## config.mk

```make
export PLATFORM = sky130hd
export DESIGN_NAME = mem_arbiter
export DESIGN_NICKNAME = d
export VERILOG_FILES = /design/src/rtl/mem_arb_pkg.sv /design/src/rtl/arb_rr2.sv /design/src/rtl/mem_arbiter.sv
export SDC_FILE = /design/constraint.sdc
export NUM_CORES = 1
export LEC_CHECK = 0
export BUFFER_PORTS_ARGS = -buffer_cell sky130_fd_sc_hd__buf_2
export CORE_MARGIN = 4
export CORE_UTILIZATION = 30
export CTS_BUF_LIST = sky130_fd_sc_hd__clkbuf_8
export DETAILED_ROUTE_END_ITERATION = 7
export PLACE_DENSITY = 0.67
export SYNTH_ARGS = -nofsm -noshare
export SYNTH_HDL_FRONTEND = slang
export SYNTH_SLANG_ARGS = --single-unit
```

## constraint.sdc

```tcl
create_clock -name clock -period 2 [get_ports clock]
set_clock_uncertainty 0.15 [all_clocks]
set_input_delay 0.1 -clock clock [delete_from_list [all_inputs] [get_ports clock]]
set_output_delay 0.1 -clock clock [all_outputs]
set_load 0.02 [all_outputs]
```

## src/rtl/mem_arb_pkg.sv

```systemverilog
// Shared definitions for the two-port memory arbiter: FSM encoding and requester IDs.
package mem_arb_pkg;

  typedef enum logic [1:0] {
    ST_IDLE = 2'd0,
    ST_ADDR = 2'd1,
    ST_DATA = 2'd2
  } arb_state_t;

  localparam logic REQ_CPU = 1'b0;
  localparam logic REQ_DMA = 1'b1;

endpackage

```

## src/rtl/arb_rr2.sv

```systemverilog
// Two-way round-robin pick: a lone eligible requester wins, a tie goes to the one not granted last.
module arb_rr2
  import mem_arb_pkg::*;
(
  input  logic [1:0] eligible,
  input  logic       last,
  output logic       grant_valid,
  output logic       grant_id
);

  always_comb begin
    grant_valid = |eligible;
    grant_id    = REQ_CPU;
    case (eligible)
      2'b01:   grant_id = REQ_CPU;
      2'b10:   grant_id = REQ_DMA;
      2'b11:   grant_id = ~last;
      default: grant_id = REQ_CPU;
    endcase
  end

endmodule

```

## src/rtl/mem_arbiter.sv

```systemverilog
// Shares one synchronous memory port between the CPU and DMA requesters,
// sequencing each byte through an address phase and a data phase.
module mem_arbiter
  import mem_arb_pkg::*;
#(
  parameter int ADDR_W = 20,
  parameter int DATA_W = 8
) (
  input  logic              clock,
  input  logic              resetn,
  input  logic              cpu_req,
  input  logic              cpu_we,
  input  logic              cpu_lock,
  input  logic [ADDR_W-1:0] cpu_addr,
  input  logic [DATA_W-1:0] cpu_wdata,
  output logic [DATA_W-1:0] cpu_rdata,
  output logic              cpu_ack,
  input  logic              dma_req,
  input  logic              dma_we,
  input  logic              dma_lock,
  input  logic [ADDR_W-1:0] dma_addr,
  input  logic [DATA_W-1:0] dma_wdata,
  output logic [DATA_W-1:0] dma_rdata,
  output logic              dma_ack,
  output logic [ADDR_W-1:0] mem_address,
  output logic [DATA_W-1:0] mem_out,
  output logic              mem_wren,
  input  logic [DATA_W-1:0] mem_in
);

  arb_state_t state;
  logic       owner;
  logic       last;
  logic       lock_r;
  logic       cur_we;

  logic       owner_lock;
  logic       lock_eff;
  logic [1:0] eligible;
  logic       grant_valid;
  logic       grant_id;

  logic [ADDR_W-1:0] win_addr;
  logic [DATA_W-1:0] win_wdata;
  logic              win_we;

  // A requester is masked while it owns the data phase or while its ack is
  // still showing, so a request held into the ack cycle is not issued twice.
  // A locked owner is let back in during its ack cycle; the other side waits.
  function automatic logic is_eligible(
    input logic       req,
    input logic       ack,
    input logic       id,
    input arb_state_t st,
    input logic       own,
    input logic       lk
  );
    logic busy;
    logic owns;
    owns = (own == id);
    busy = (st == ST_DATA) && owns;
    is_eligible = req && !busy && (!ack || (lk && owns)) && !(lk && !owns);
  endfunction

  assign owner_lock = (owner == REQ_DMA) ? dma_lock : cpu_lock;
  // The lock decided at the end of this data phase already blocks the other side now.
  assign lock_eff   = (state == ST_DATA) ? owner_lock : lock_r;

  assign eligible[REQ_CPU] = is_eligible(cpu_req, cpu_ack, REQ_CPU, state, owner, lock_eff);
  assign eligible[REQ_DMA] = is_eligible(dma_req, dma_ack, REQ_DMA, state, owner, lock_eff);

  arb_rr2 u_rr (
    .eligible    (eligible),
    .last        (last),
    .grant_valid (grant_valid),
    .grant_id    (grant_id)
  );

  assign win_addr  = (grant_id == REQ_DMA) ? dma_addr  : cpu_addr;
  assign win_wdata = (grant_id == REQ_DMA) ? dma_wdata : cpu_wdata;
  assign win_we    = (grant_id == REQ_DMA) ? dma_we    : cpu_we;

  always_ff @(posedge clock or negedge resetn) begin
    if (!resetn) begin
      state       <= ST_IDLE;
      owner       <= REQ_CPU;
      last        <= REQ_DMA;
      lock_r      <= 1'b0;
      cur_we      <= 1'b0;
      mem_address <= '0;
      mem_out     <= '0;
      mem_wren    <= 1'b0;
      cpu_ack     <= 1'b0;
      dma_ack     <= 1'b0;
      cpu_rdata   <= '0;
      dma_rdata   <= '0;
    end else begin
      cpu_ack <= 1'b0;
      dma_ack <= 1'b0;
      case (state)
        ST_IDLE: begin
          if (grant_valid) begin
            state       <= ST_ADDR;
            owner       <= grant_id;
            last        <= grant_id;
            cur_we      <= win_we;
            mem_address <= win_addr;
            mem_out     <= win_wdata;
            mem_wren    <= win_we;
          end
        end
        ST_ADDR: begin
          state    <= ST_DATA;
          mem_wren <= 1'b0;
        end
        ST_DATA: begin
          lock_r <= owner_lock;
          if (owner == REQ_DMA) begin
            dma_ack <= 1'b1;
            if (!cur_we) dma_rdata <= mem_in;
          end else begin
            cpu_ack <= 1'b1;
            if (!cur_we) cpu_rdata <= mem_in;
          end
          if (grant_valid) begin
            state       <= ST_ADDR;
            owner       <= grant_id;
            last        <= grant_id;
            cur_we      <= win_we;
            mem_address <= win_addr;
            mem_out     <= win_wdata;
            mem_wren    <= win_we;
          end else begin
            state <= ST_IDLE;
          end
        end
        default: begin
          state    <= ST_IDLE;
          mem_wren <= 1'b0;
        end
      endcase
    end
  end

endmodule

```

Word-level counts from Yosys, hierarchy flattened

Index checks and enable logic that the tools add are counted.

Register bits after elaboration: 53
Input port bits: 72
Word-level logic and storage cells: 62

Equal/unequal tests: 6
Multiplexer cells: 15
Bitwise operators: 3
Reduce and logical (&&, ||, !) cells: 26

Operator list:

| kind                                                                     | number |
|---|---|
| 20-bit two-way mux                                                       | 1 |
| 1-bit logical AND                                                        | 11 |
| 1-bit two-way mux                                                        | 10 |
| 8-bit two-way mux                                                        | 1 |
| 1-bit logical NOT                                                        | 7 |
| 2-bit == test (second input constant)                                    | 3 |
| 2-bit one-hot mux with 3 select lines                                    | 1 |
| 3-bit AND reduction                                                      | 2 |
| 2-bit OR reduction                                                       | 2 |
| 1-bit inverter                                                           | 3 |
| 2-bit by 1-bit == test with 1-bit output (second input constant)         | 1 |
| 2-bit logical NOT                                                        | 1 |
| 1-bit logical OR                                                         | 2 |
| 2-bit two-way mux                                                        | 1 |
| 2-bit by 1-bit inequality test with 1-bit output (second input constant) | 1 |
| 2-bit inequality test (second input constant)                            | 1 |
| 1-bit one-hot mux with 2 select lines                                    | 1 |
| 2-bit AND reduction                                                      | 1 |

Logic depth before layout (Yosys ltp)

Depth after elaboration: 11
Mapped depth: 8
Gate-level depth less buffers: 5

By module

A second synthesis with hierarchy kept.

Cell total of the unflattened synthesis: 196
Area, all modules: 2299.7 µm²

By module, submodules not included:

| module      | times used | cells each | area each (µm²) | seq. area each (µm²) |
|---|---|---|---|---|
| mem_arbiter | 1          | 194        | 2285.9          | 1327.5 |
| arb_rr2     | 1          | 2          | 13.8            | 0.0 |

Worst setup path after synthesis

OpenSTA, ideal clock, no wires.

Path kind: reg2reg
Start: reg owner
End: reg owner
Setup time: 125 ps
Arrival time: 1727 ps
Path slack: -2 ps
Cell stages (with the launch flop): 7
Buffers on the path: 2
Cells stage by stage: dfrtp_1 buf_6 or4_4 a21oi_2 or2_1 buf_2 mux2_4

Cells in the longest elaborated chain, start to end: 8
Elaborated cells on any way between the ends: 26
Classes of those cells: 2 x eq/ne; 3 x mux; 1 x bitwise; 20 x reduce/logical

RTL lines:

| item                                                                         | line                         | RTL |
|---|---|---|
| start: declaration                                                           | mem_arbiter.sv:32            | `logic owner;` |
| start signal: assignment                                                     | mem_arbiter.sv:104           | `owner <= grant_id;` |
| start signal: assignment                                                     | mem_arbiter.sv:127           | `owner <= grant_id;` |
| 1-bit two-way mux or 1-bit inverter (tied branches)                          | -                            |  |
| 1-bit two-way mux or 1-bit logical AND (tied branches)                       | -                            |  |
| 1-bit logical AND or 1-bit logical NOT (tied branches)                       | mem_arbiter.sv:62            | `is_eligible = req && !busy && (!ack \|\| (lk && owns)) && !(lk && !owns);` |
| 1-bit logical OR or 1-bit logical AND (tied branches)                        | mem_arbiter.sv:62            |  |
| 1-bit logical AND (2 in a row)                                               | mem_arbiter.sv:62            |  |
| 2-bit == test or 2-bit OR reduction (tied branches)                          | arb_rr2.sv:14, arb_rr2.sv:12 |  |
| 1-bit one-hot mux with 2 select lines or 2-bit AND reduction (tied branches) | -                            |  |

Several ways; a longest one is shown, not always the timed one.
A chain may end at the register's enable or synchronous reset.

Worst setup path in the final report

Start: reg state[0]
End: reg owner

Cells in the longest elaborated chain, start to end: 8
Elaborated cells on any way between the ends: 26
Classes of those cells: 3 x eq/ne; 2 x mux; 21 x reduce/logical

RTL lines:

| item                                                                         | line                                                     | RTL |
|---|---|---|
| start: declaration                                                           | mem_arbiter.sv:31                                        | `arb_state_t state;` |
| start signal: assignment                                                     | mem_arbiter.sv:85                                        | `state <= ST_IDLE;` |
| start signal: assignment                                                     | mem_arbiter.sv:103                                       | `state <= ST_ADDR;` |
| start signal: assignment                                                     | mem_arbiter.sv:113                                       | `state <= ST_DATA;` |
| 2-bit == test                                                                | mem_arbiter.sv:61, mem_arbiter.sv:67, mem_arbiter.sv:100 |  |
| 1-bit two-way mux or 1-bit logical AND (tied branches)                       | -                                                        |  |
| 1-bit logical AND or 1-bit logical NOT (tied branches)                       | mem_arbiter.sv:62                                        |  |
| 1-bit logical OR or 1-bit logical AND (tied branches)                        | mem_arbiter.sv:62                                        |  |
| 1-bit logical AND (2 in a row)                                               | mem_arbiter.sv:62                                        |  |
| 2-bit == test or 2-bit OR reduction (tied branches)                          | arb_rr2.sv:14, arb_rr2.sv:12                             |  |
| 1-bit one-hot mux with 2 select lines or 2-bit AND reduction (tied branches) | -                                                        |  |

Several ways; a longest one is shown, not always the timed one.

==> impl_results.md <==
* I/O pin count at 119
* Crit Path Max Fanout at 6
* Total GRT Usage at 0.1733
* Setup Viol. Count Final at 29
* Core area at 8299 sq um
* Slowest cell delay on critical path at 0.47 ns
* Number of diodes at 0
* Buffer cell driving the clock tree root: sky130_fd_sc_hd__clkbuf_8
* Total clock buffers created by CTS at 5
* Upper clock frequency limit at 481.6 MHz
* Average wire length per cell after detail routing at 17.24 microns
* Syn-to-layout area delta at 74.70%
* Minimum clock period after layout at 2.076 ns
* Compound-gate portion of the synthesized area at 0.1564
* Number of sinks on the clock net at 53
* Data required time at the worst endpoint at 2.04 ns
* Starting Density at 0.3122
* Vias in the first global route at 2848
* Combined flip-flop and latch cell area at 1328 sq um
* Net count reported at finish at 516
* Final-layout worst hold slack at 0.04505 ns
* Routed vias/inst at 5.069
* Classification of the worst setup path: flop to flop
* CP Cell Sequence: nand2b_4 > or4_4 > a21oi_2 > or2_4 > mux2_4
* Share of cells above drive strength 1 at 0.4899
* Area after detailed placement at 3358 sq um
* Dominant combinational cell family by area after synthesis: simple AND/OR/NAND/NOR gates
* Synthesized-area fraction occupied by xor and xnor cells at 0
* Tcrit/Tclk final at 1.038
* First-pass GRT wire length at 13940 microns
* Slew at the pin closest to its max-slew limit at 0.3598 ns
* Die width at 100.9 microns
* Final estimated routing congestion in global placement at 0.8449
* Filler cell count at 681
* Dpl cells at 466
* Share of synthesized cell area in full adder, half adder and majority cells at 0
* Post-DP HPWL at 5450 microns
* Total non-filler cell area in the finished layout at 4527 sq um
* Final Hold Viols at 0
* Worst Hold Class: input port to async pin
* Count of synthesis-stage warnings from yosys at 0
* Data arrival time of the critical path at 2.12 ns
* DRC violation count after routing at 0
* Global route overflow at 0
* Startpoint types: flop
* Post-Place Setup Slack at -0.06333 ns
* Wirelength, routed at 9481 microns
* Die height at 100.9 microns
* Synthesized flop and latch total at 53
* Clock tree from TritonCTS: done
* Area of the die at 10190 sq um
* Category of the worst setup path capture point: flop
* Standard cell with the maximum stage delay on the critical path: sky130_fd_sc_hd__or4_4
* Port-buffer cells at 118
* Final std cells w/o fill at 550
* Gate count of the mapped netlist at 246
* Number of H-tree levels at 2
* First-pass iteration count of the detailed router at 4
* # Max-Cap Violations at 0
* Outcome: finished with violations
* Worst setup slack after layout at -0.07625 ns
* Max clock buf depth at 2
* Share of async-settable or async-resettable flops after synthesis at 1.000
* Unrepaired setup endpoints after global routing: yes
* Largest voltage drop on the vdd net at 0.0008294 V
* Violation count after the first detailed-route iteration at 117
* Clock insertion delay at the later pin of the skew report at 0.30 ns
* Via count at 2788
* Placement row count at 33
* Power density over the cells at 1450 nW/um^2
* Proportion of synthesized area in mux cells at 0.09657
* Simple-gate portion of the synthesized area at 0.1671
* Count of flip-flops with a built-in enable after synthesis at 0
* Area of the multi-input gates at 1363 sq um
* Remaining max-slew budget at the tightest pin at 0.7583
* Clock transition at the registers of the reported paths at 0.10 ns
* Average instance area after synthesis at 10.53 sq um
* Final antenna-violating net count at 0
* Maximum number of pins on one net before global-route repair at 46
* Most common flop cell mapped by yosys: sky130_fd_sc_hd__dfrtp_1
* Number of pins with negative max-slew slack in the final report at 0
* Number of distinct standard cells referenced by the synthesized netlist at 35
* Fraction of the yosys area taken by sequential cells at 0.5123
* Post-synthesis net count at 318
* Antenna violations before repair at 0
* Synth Cell Area at 2591 sq um
* Failing checks: negative setup slack
* Leak pwr at 1.974 nW
cell usage in the layout, fill, tap and decap left out, drive strengths merged, types with 2 or more instances in the layout:
cell type,n
mux2,20
buf,149
o21ai,30
nor2,5
a31oi,29
clkbuf,5
dlygate4sd3,67
nor3,31
nand2b,3
or2,2
nand3,30
inv,2
dfrtp,52
nor2b,4
synthesized netlist by cell type, types with 2 or more instances:
cell type | n | area share
sky130_fd_sc_hd__buf_4 | 7 | 0.020
sky130_fd_sc_hd__o21ai_0 | 10 | 0.019
sky130_fd_sc_hd__nor2b_1 | 4 | 0.0097
sky130_fd_sc_hd__clkbuf_1 | 4 | 0.0058
sky130_fd_sc_hd__nor3_1 | 30 | 0.058
sky130_fd_sc_hd__dfrtp_1 | 52 | 0.50
sky130_fd_sc_hd__nand3_1 | 29 | 0.056
sky130_fd_sc_hd__mux2_4 | 4 | 0.023
sky130_fd_sc_hd__buf_6 | 6 | 0.026
sky130_fd_sc_hd__a31oi_1 | 29 | 0.070
sky130_fd_sc_hd__nor2_1 | 5 | 0.0072
sky130_fd_sc_hd__nand2b_1 | 2 | 0.0048
sky130_fd_sc_hd__mux2_2 | 16 | 0.070
sky130_fd_sc_hd__buf_2 | 8 | 0.015
sky130_fd_sc_hd__o21ai_1 | 20 | 0.039
flip-flops by register name, summed over array words and instances, names as in the netlist:
name         cells
mem_address     20
last             1
owner            1
dma_rdata        8
mem_out          8
lock_r           1
cpu_rdata        8
dma_ack          1
state            2
cur_we           1
cpu_ack          1
mem_wren         1
repair_timing:
item	4_1_cts	5_1_grt
gates resized for setup	16	49
hold buffers	67	0
pin swaps	0	5
endpoints found under the hold margin	98	0
cloned	1	1
setup buffers	5	2
setup endpoints to repair	30	38
final cells by class:
class                   instances  area share
repair buffers                216      0.3582
multi-input cells             168      0.3010
flip-flops and latches         53      0.2933
well taps                     105     0.02902
clock buffers                   5     0.01520
clock inverters                 3    0.003317
where the power goes:
| group | total [W] | internal, W | switching, W |
|---|---|---|---|
| registers | 0.00190 | 0.00160 | 0.000304 |
| logic | 0.00408 | 0.00182 | 0.00226 |
| clock network | 0.000583 | 0.000239 | 0.000344 |
| total | 0.00657 | 0.00366 | 0.00291 |
worst max-delay path: cells and delay by family, from the launching register on:
| family | cells | cell delay, ns |
|---|---|---|
| simple gates | 3 | 0.85 |
| compound gates | 1 | 0.22 |
| mux | 1 | 0.31 |
| flops | 1 | 0.43 |
metal layers:
metal,wire (microns),GRT usage
met1,3609,0.1919
met5,0,0
met4,197,0.06544
met2,5101,0.3200
met3,572,0.03945
kinds of logic (layout without fill, tap and decap cells):
group	Yosys count	after routing
simple gates	80	80
compound gates	67	67
flops	53	53
buf+inv	25	224
mux	21	21
through the flow:
step           setup TNS, ns  utilization  total power (W)
6_report              -1.076       0.5455         0.006565
5_1_grt               -3.329       0.5455         0.006972
4_1_cts             -0.02250       0.5115         0.006006
3_5_place_dp         -0.9199       0.4046         0.005118
3_3_place_gp        -0.01251       0.4046         0.005050
2_1_floorplan              0            -         0.004096
final timing paths:
check / from / to / slack (ns) / depth (start not counted)
setup / recovery: state[0] / owner / -0.08 / 5
hold / removal: resetn / cpu_rdata[5] / 0.05 / 2
setup reg to reg: state[0] / owner / -0.08 / 5
hold reg to reg: cpu_rdata[4] / cpu_rdata[4] / 0.36 / 1
max in group asynchronous: resetn / last / 1.10 / 3
min in group clock: cpu_lock / lock_r / 0.11 / 4
Power figures use the tool's default switching activity.
